<file path="src/rtl/nibble_serial_subtractor_if.sv">
// Handshake and operand/result bundle for nibble_serial_subtractor.
// The slave modport is the subtractor side.
interface nibble_serial_subtractor_if #(
  parameter int unsigned WIDTH = 8
);
  logic             start;
  logic [WIDTH-1:0] a;
  logic [WIDTH-1:0] b;
  logic             busy;
  logic             done;
  logic [WIDTH-1:0] diff;
  logic             borrow;
  logic             ovf;
  logic             zero;

  modport master (
    output start, a, b,
    input  busy, done, diff, borrow, ovf, zero
  );

  modport slave (
    input  start, a, b,
    output busy, done, diff, borrow, ovf, zero
  );
endinterface

</file>
<file path="src/rtl/nibble_serial_subtractor.sv">
// Serial A - B, one NIB-bit slice per clock through a registered borrow chain.
// Results and flags are registered and change only on entry to DONE.
module nibble_serial_subtractor #(
  parameter int unsigned WIDTH = 8,
  parameter int unsigned NIB   = 4
) (
  input  logic                      clk,
  input  logic                      rst,
  nibble_serial_subtractor_if.slave bus
);
  localparam int unsigned NSL  = WIDTH / NIB;
  localparam int unsigned IW   = (NSL > 1) ? $clog2(NSL) : 1;
  localparam logic [IW-1:0] LAST = IW'(NSL - 1);

  typedef enum logic [1:0] {S_IDLE, S_RUN, S_DONE} state_t;

  state_t           r_state, w_next;
  logic [WIDTH-1:0] r_a, r_b, r_work, r_diff;
  logic [IW-1:0]    r_idx;
  logic             r_carry, r_borrow, r_ovf, r_zero;

  logic             w_accept, w_last;
  logic [NIB-1:0]   w_a_sl, w_b_sl;
  logic [NIB:0]     w_s;
  logic [WIDTH-1:0] w_work_next;

  assign w_last = (r_idx == LAST);

  always_ff @(posedge clk or posedge rst) begin
    if (rst) r_state <= S_IDLE;
    else     r_state <= w_next;
  end

  always_comb begin
    w_next   = r_state;
    w_accept = 1'b0;
    case (r_state)
      S_IDLE, S_DONE: begin
        if (bus.start) begin
          w_accept = 1'b1;
          w_next   = S_RUN;
        end else begin
          w_next   = S_IDLE;
        end
      end
      S_RUN:   if (w_last) w_next = S_DONE;
      default: w_next = S_IDLE;
    endcase
  end

  // Slice i: a + ~b + carry, carry seeded with 1 for the two's-complement +1
  always_comb begin
    w_a_sl      = r_a[r_idx*NIB +: NIB];
    w_b_sl      = r_b[r_idx*NIB +: NIB];
    w_s         = {1'b0, w_a_sl} + {1'b0, ~w_b_sl} + {{NIB{1'b0}}, r_carry};
    w_work_next = r_work;
    w_work_next[r_idx*NIB +: NIB] = w_s[NIB-1:0];
  end

  always_ff @(posedge clk or posedge rst) begin
    if (rst) begin
      r_a      <= '0;
      r_b      <= '0;
      r_work   <= '0;
      r_idx    <= '0;
      r_carry  <= 1'b0;
      r_diff   <= '0;
      r_borrow <= 1'b0;
      r_ovf    <= 1'b0;
      r_zero   <= 1'b0;
    end else if (w_accept) begin
      r_a     <= bus.a;
      r_b     <= bus.b;
      r_work  <= '0;
      r_idx   <= '0;
      r_carry <= 1'b1;
    end else if (r_state == S_RUN) begin
      r_work  <= w_work_next;
      r_carry <= w_s[NIB];
      if (w_last) begin
        // Final slice: publish the completed word straight into the held outputs
        r_idx    <= '0;
        r_diff   <= w_work_next;
        r_borrow <= ~w_s[NIB];
        r_ovf    <= (r_a[WIDTH-1] != r_b[WIDTH-1]) &&
                    (w_work_next[WIDTH-1] != r_a[WIDTH-1]);
        r_zero   <= (w_work_next == '0);
      end else begin
        r_idx <= r_idx + IW'(1);
      end
    end
  end

  assign bus.busy   = (r_state == S_RUN);
  assign bus.done   = (r_state == S_DONE);
  assign bus.diff   = r_diff;
  assign bus.borrow = r_borrow;
  assign bus.ovf    = r_ovf;
  assign bus.zero   = r_zero;
endmodule
</file>
<file path="src/flat_wrapper.sv">
// flat-port wrapper written by rule: the top's interface ports become plain ports
module nibble_serial_subtractor_flat 
#(
  parameter int unsigned WIDTH = 8,
  parameter int unsigned NIB   = 4
)
  (clk, rst, bus_start, bus_a, bus_b, bus_busy, bus_done, bus_diff, bus_borrow, bus_ovf, bus_zero);
  nibble_serial_subtractor_if #(.WIDTH(WIDTH)) bus_i ();
  input  logic clk;
  input  logic rst;
  input wire logic [$bits(bus_i.start)-1:0] bus_start;
  input wire logic [$bits(bus_i.a)-1:0] bus_a;
  input wire logic [$bits(bus_i.b)-1:0] bus_b;
  output wire logic [$bits(bus_i.busy)-1:0] bus_busy;
  output wire logic [$bits(bus_i.done)-1:0] bus_done;
  output wire logic [$bits(bus_i.diff)-1:0] bus_diff;
  output wire logic [$bits(bus_i.borrow)-1:0] bus_borrow;
  output wire logic [$bits(bus_i.ovf)-1:0] bus_ovf;
  output wire logic [$bits(bus_i.zero)-1:0] bus_zero;
  assign bus_i.start = bus_start;
  assign bus_i.a = bus_a;
  assign bus_i.b = bus_b;
  assign bus_busy = bus_i.busy;
  assign bus_done = bus_i.done;
  assign bus_diff = bus_i.diff;
  assign bus_borrow = bus_i.borrow;
  assign bus_ovf = bus_i.ovf;
  assign bus_zero = bus_i.zero;
  nibble_serial_subtractor #(.WIDTH(WIDTH), .NIB(NIB)) u_core (.clk(clk), .rst(rst), .bus(bus_i));
endmodule
</file>
<file path="config.mk">
export PLATFORM = sky130hd
export DESIGN_NAME = nibble_serial_subtractor_flat
export DESIGN_NICKNAME = d
export VERILOG_FILES = /design/src/rtl/nibble_serial_subtractor_if.sv /design/src/rtl/nibble_serial_subtractor.sv /design/src/flat_wrapper.sv
export SDC_FILE = /design/constraint.sdc
export NUM_CORES = 1
export LEC_CHECK = 0
export ABC_AREA = 1
export CAP_MARGIN = 40
export CORE_UTILIZATION = 55
export CTS_CLUSTER_SIZE = 28
export DETAILED_ROUTE_END_ITERATION = 10
export PLACE_DENSITY = 0.79
export SLEW_MARGIN = 15
export SYNTH_ARGS = -nofsm -noshare
export SYNTH_HDL_FRONTEND = slang
export SYNTH_SLANG_ARGS = --single-unit
</file>
<file path="constraint.sdc">
create_clock -name clk -period 4.9 [get_ports clk]
set_input_delay 0.49 -clock clk [delete_from_list [all_inputs] [get_ports clk]]
set_output_delay 0.49 -clock clk [all_outputs]
set_load 0.005 [all_outputs]
</file>
== After elaboration in Yosys (flattened, before gate mapping) ==
Cells that the tools add are included.
Word-level totals
  bits of input ports: 19
  register bits after elaboration: 39
Cells by class
  reductions and logical operators: 6
  multiplexer cells: 13
  shift-type cells: 4
  equality and inequality tests: 5
  add/subtract/negate cells: 4
  bitwise logic cells: 3
Operators by type and width (number)
  $neg A3 Y34: 1
  $shift A4 B34 Y8 const A: 1
  $shiftx A4 B34 Y8: 1
  $mux W8: 2
  $shiftx A8 B4 Y4: 2
  $bwmux W8: 1
  $logic_not A8 Y1: 1
  $mux W1: 8
  $add A4 B4 Y5: 1
  $add A5 B1 Y5: 1
  $not A4 Y4: 1
  $pmux W2 S2: 1
  $reduce_and A3 Y1: 1
  $eq A2 B1 Y1 const B: 1
  $eq A2 B2 Y1 const B: 1
  $logic_not A2 Y1: 1
  $mux W2: 1
  $ne A1 B1 Y1: 2
  $ne A2 B1 Y1 const B: 1
  $not A1 Y1: 2
  $reduce_bool A2 Y1: 1
  $reduce_or A2 Y1: 1
  $add A1 B1 Y1 const B: 1
  $logic_and A1 B1 Y1: 1

== Depth between registers and ports, before layout ==
  depth in word-level cells: 8
  gate-level depth with buffers: 14
  depth with buffers taken out: 12

== Worst setup path before layout ==
OpenSTA, ideal clock, no wires.
  path type: register -> register
  start point: register u_core.r_idx
  end point: register u_core.r_zero (netlist: u_core.bus.zero)
  arrival time: 2.264 ns
  cell stages (with the launch flop): 14
  setup time: 0.065 ns
  required time: 4.835 ns
  buffers on the path: 2
  path slack: 2.571 ns
  cells stage by stage: dfrtp_1 -> buf_6 -> buf_2 -> nand2_1 -> o21ai_0 -> fa_1 -> fa_1 -> nand2_1 -> nand2_1 -> o21ai_1 -> nand2_1 -> nor2_1 -> nand3_1 -> nand2_1
Between the ends
  word-level cells in the longest chain between the ends: 7
  elaborated cells on any way between the ends: 11
  those cells by class: add/sub: 3; shift: 4; mux: 1; bitwise: 1; reduce/logical: 2
RTL lines
  start, declared: RTL line nibble_serial_subtractor.sv:19  | logic [IW-1:0] r_idx;
  start signal, assigned: RTL line nibble_serial_subtractor.sv:89  | r_idx <= r_idx + IW'(1);
  $shiftx A8 B4 Y4: RTL line nibble_serial_subtractor.sv:54  | w_b_sl = r_b[r_idx*NIB +: NIB];
  $not A4 Y4: RTL line nibble_serial_subtractor.sv:55  | w_s = {1'b0, w_a_sl} + {1'b0, ~w_b_sl} + {{NIB{1'b0}}, r_carry};
  $add A4 B4 Y5: RTL line nibble_serial_subtractor.sv:55
  $add A5 B1 Y5: RTL line nibble_serial_subtractor.sv:55
  $shiftx A4 B34 Y8: RTL line nibble_serial_subtractor.sv:57  | w_work_next[r_idx*NIB +: NIB] = w_s[NIB-1:0];
  $bwmux W8: RTL line nibble_serial_subtractor.sv:57
  $logic_not A8 Y1: RTL line nibble_serial_subtractor.sv:87  | r_zero <= (w_work_next == '0);
  end signal, assigned: RTL line nibble_serial_subtractor.sv:87
  end, declared: RTL line nibble_serial_subtractor.sv:20  | logic r_carry, r_borrow, r_ovf, r_zero;
Several ways; a longest one is shown, not always the timed one.
A chain may end at the register's enable or synchronous reset.

== Worst setup path after layout ==
Same ends and word-level chain as after synthesis.

==> impl_metrics.json <==
{
  "outcome": "finished clean",
  "grt_usage_pct": 22.9,
  "p_per_area_nw_per_um2": 726,
  "grt_use_met1_pct": 28.4,
  "dpl.hpwl_um": 2330,
  "post-route-period-util_pct": 54.8,
  "final_nets": 270,
  "whs_path_depth": 2,
  "htree_num_levels": 2,
  "hp-class": "flip-flop to flip-flop",
  "irDropWorstVdd_mv": 0.321,
  "cpLargestDelayFamily": "adder cells",
  "worst_pin_slew_ns": 0.743,
  "ant_nets": 0,
  "cts_tree": "yes",
  "post_cts_buffers": 0,
  "synth_seq_cells": 38,
  "cts_sinks": 38,
  "multi_input_area_um2": 711,
  "path_class": "flip-flop to flip-flop",
  "hold_end": "u_core.r_b[3]",
  "ctsResizeCount": 0,
  "place_congestion": 0.792,
  "cp-end-kind": "flip-flop",
  "gr-max-usage-layer": "met2",
  "synth_nets": 238,
  "dr.pass1.iters": 5,
  "dieArea_um2": 3490,
  "drv_cap": 0,
  "grt_max_degree": 39,
  "via_per_inst": 5.09,
  "synth_area_leader_cell": "dfrtp_1",
  "cp_common_cell": "nand2_1",
  "reg2reg_from": "u_core.r_idx",
  "regArea_um2": 951,
  "synth.distinct_cells": 21,
  "tns_ns": 0,
  "syn_area_um2": 1790,
  "hold_violations": 0,
  "path_max_fanout": 24,
  "layout_commonest_cell": "nand2_1",
  "port_buffers": 31,
  "worstHoldStart": "u_core.r_b[3]",
  "grtUsageMet3_pct": 5.90,
  "drt-initial-drc-count": 36,
  "die_w_um": 59.1,
  "yosysTopAreaCellShare_pct": 53.0,
  "start_util_pct": 58.3,
  "cts_hold_buf": 0,
  "top_level_ports": 32,
  "r2r_end": "u_core.bus.zero",
  "path_cells": "o21ai_0 > fa_1 > fa_1 > nand2_1 > nand2_1 > o21ai_1 > nand2_1 > nor2_1 > nand3_1 > nand2_1",
  "worst-path-buf-inv": 0,
  "antenna_found_initial": 0,
  "slowest_delay_ns": 0.84,
  "yosysWarnings": 0,
  "cts-root-buf": "clkbuf_4",
  "fin_worst_skew_ns": 0.00334,
  "grt_pass1_wl_um": 5830,
  "nFillCells": 240,
  "syn_avg_cell_area_um2": 8.38,
  "wl_per_cell_um": 11.2,
  "drc": 0,
  "cts_buffers": 5,
  "cp.arrival_ns": 2.97,
  "critical_path_required_ns": 5.18,
  "cts_max_path_buffers": 2,
  "core_area_um2": 3080,
  "rr_worst_depth": 10,
  "antenna_cells": 0,
  "clk_latency_ns": 0.34,
  "leakagePower_nw": 1.07,
  "relSlewSlack_pct": 50.4,
  "dpl_cell_area_um2": 2130,
  "area_delta_synth_final_pct": 21.5,
  "design_area_um2": 2180,
  "cp-start-kind": "flip-flop",
  "period_minus_slack_ns": 2.69,
  "path_clk_slew_ns": 0.10,
  "syn_inst": 214,
  "grt_pass1_vias": 1348,
  "vias": 1472,
  "slew_violations": 0,
  "num_rows": 20,
  "die_h_um": 59.1,
  "r2r_slack_ns": 2.21,
  "met2_usage_pct": 38.8,
  "max_freq_mhz": 372,
  "gr-total-overflow": 0,
  "layout_common_cells": "nand2_1 (77), dfrtp_1 (38), clkdlybuf4s50_1 (31), o21ai_0 (26), inv_1 (20)",
  "rsz0062_at_grt": "no",
  "drive_gt1_share_pct": 5.71,
  "ys_seq_area_share_pct": 53.0,
  "synthTopCellsByArea": "dfrtp_1 (53%), nand2_1 (16%), o21ai_0 (7.3%)",
  "wl_um": 3240,
  "crit_path_top_delay_cell": "dfrtp_1",
  "finalSetupViolCount": 0
}
==> Yosys cell counts <==
library cell / number
nand2_1: 77
dfrtp_1: 38
o21ai_0: 26
inv_1: 20
nand3_1: 15
inv_2: 5
nor2_1: 5
buf_2: 4
ha_1: 3
mux2i_1: 3
o21ai_1: 3
o22ai_1: 3
a21oi_1: 2
clkbuf_1: 2
fa_1: 2
a21boi_2: 1
buf_6: 1
nor2_4: 1
o21a_1: 1
o21bai_1: 1
o22a_1: 1
==> per-stage QoR <==
stage / util (%) / hold WS, ns / power, mW / cells / setup WS (ns)
floorplan: - / 0.444 / 1.19 / 214 / 2.57
global placement: 69.1 / 0.462 / 1.41 / 283 / 2.33
detailed placement: 69.1 / 0.464 / 1.43 / 283 / 2.26
CTS: 70.8 / 0.489 / 1.59 / 289 / 2.22
global route: 70.8 / 0.510 / 1.76 / 289 / 2.00
finish: 70.8 / 0.484 / 1.58 / 289 / 2.21
==> sequential cells by signal, summed over array words and instances (netlist names) <==
signal and flops:
u_core.bus.diff 8, u_core.r_a 8, u_core.r_b 8, u_core.r_work 7, u_core.r_state 2, u_core.bus.borrow 1, u_core.bus.ovf 1, u_core.bus.zero 1
u_core.r_carry 1, u_core.r_idx 1
==> final cells by class <==
type / count / share of cell area [%]
Sequential cell: 38 / 43.6
Multi-Input combinational cell: 144 / 32.6
Timing Repair Buffer: 32 / 14.6
Inverter: 25 / 4.31
Tap cell: 44 / 2.53
Clock buffer: 6 / 2.35
==> worst reg2reg max path: stages, from the launching register on <==
cell and delay, ns:
dfrtp_1 0.84, o21ai_0 0.25, fa_1 0.46, fa_1 0.42, nand2_1 0.08, nand2_1 0.09, o21ai_1 0.17, nand2_1 0.08
nor2_1 0.10, nand3_1 0.07, nand2_1 0.07
==> how the worst max path moves through the flow <==
stage	from	endpoint	slack (ns)	cells after the start
2_1_floorplan	u_core.r_idx	u_core.bus.zero	2.57	13
3_3_place_gp	u_core.r_idx	u_core.bus.zero	2.33	10
3_5_place_dp	u_core.r_idx	u_core.bus.zero	2.26	10
4_1_cts	u_core.r_idx	u_core.bus.zero	2.22	10
5_1_grt	u_core.r_idx	u_core.bus.zero	2.00	10
6_report	u_core.r_idx	u_core.bus.zero	2.21	10
==> per-layer routing <==
metal | up-vias | wire [µm]
li1 | 745 | -
met1 | 685 | 1460
met2 | 37 | 1590
met3 | 5 | 135
met4 | 0 | 49
met5 | - | 0
==> where the power goes <==
part / total [mW] / internal (mW) / switching (mW) / leakage (nW)
Combinational: 0.873 / 0.364 / 0.509 / 0.565
Sequential: 0.551 / 0.458 / 0.0928 / 0.475
Clock: 0.159 / 0.0647 / 0.0939 / 0.0302
==> logic make-up after synthesis <==
| kind of cell | count (synthesis) | synth area share, % |
|---|---|---|
| DFF | 38 | 53.0 |
| buffers and inverters | 32 | 7.39 |
| muxes | 3 | 1.67 |
| adders and majority gates | 5 | 4.32 |
| and+or+nand+nor | 98 | 22.0 |
| AOI/OAI and AO/OA | 38 | 11.6 |
Note: power is estimated with default switching activity, not from simulation.
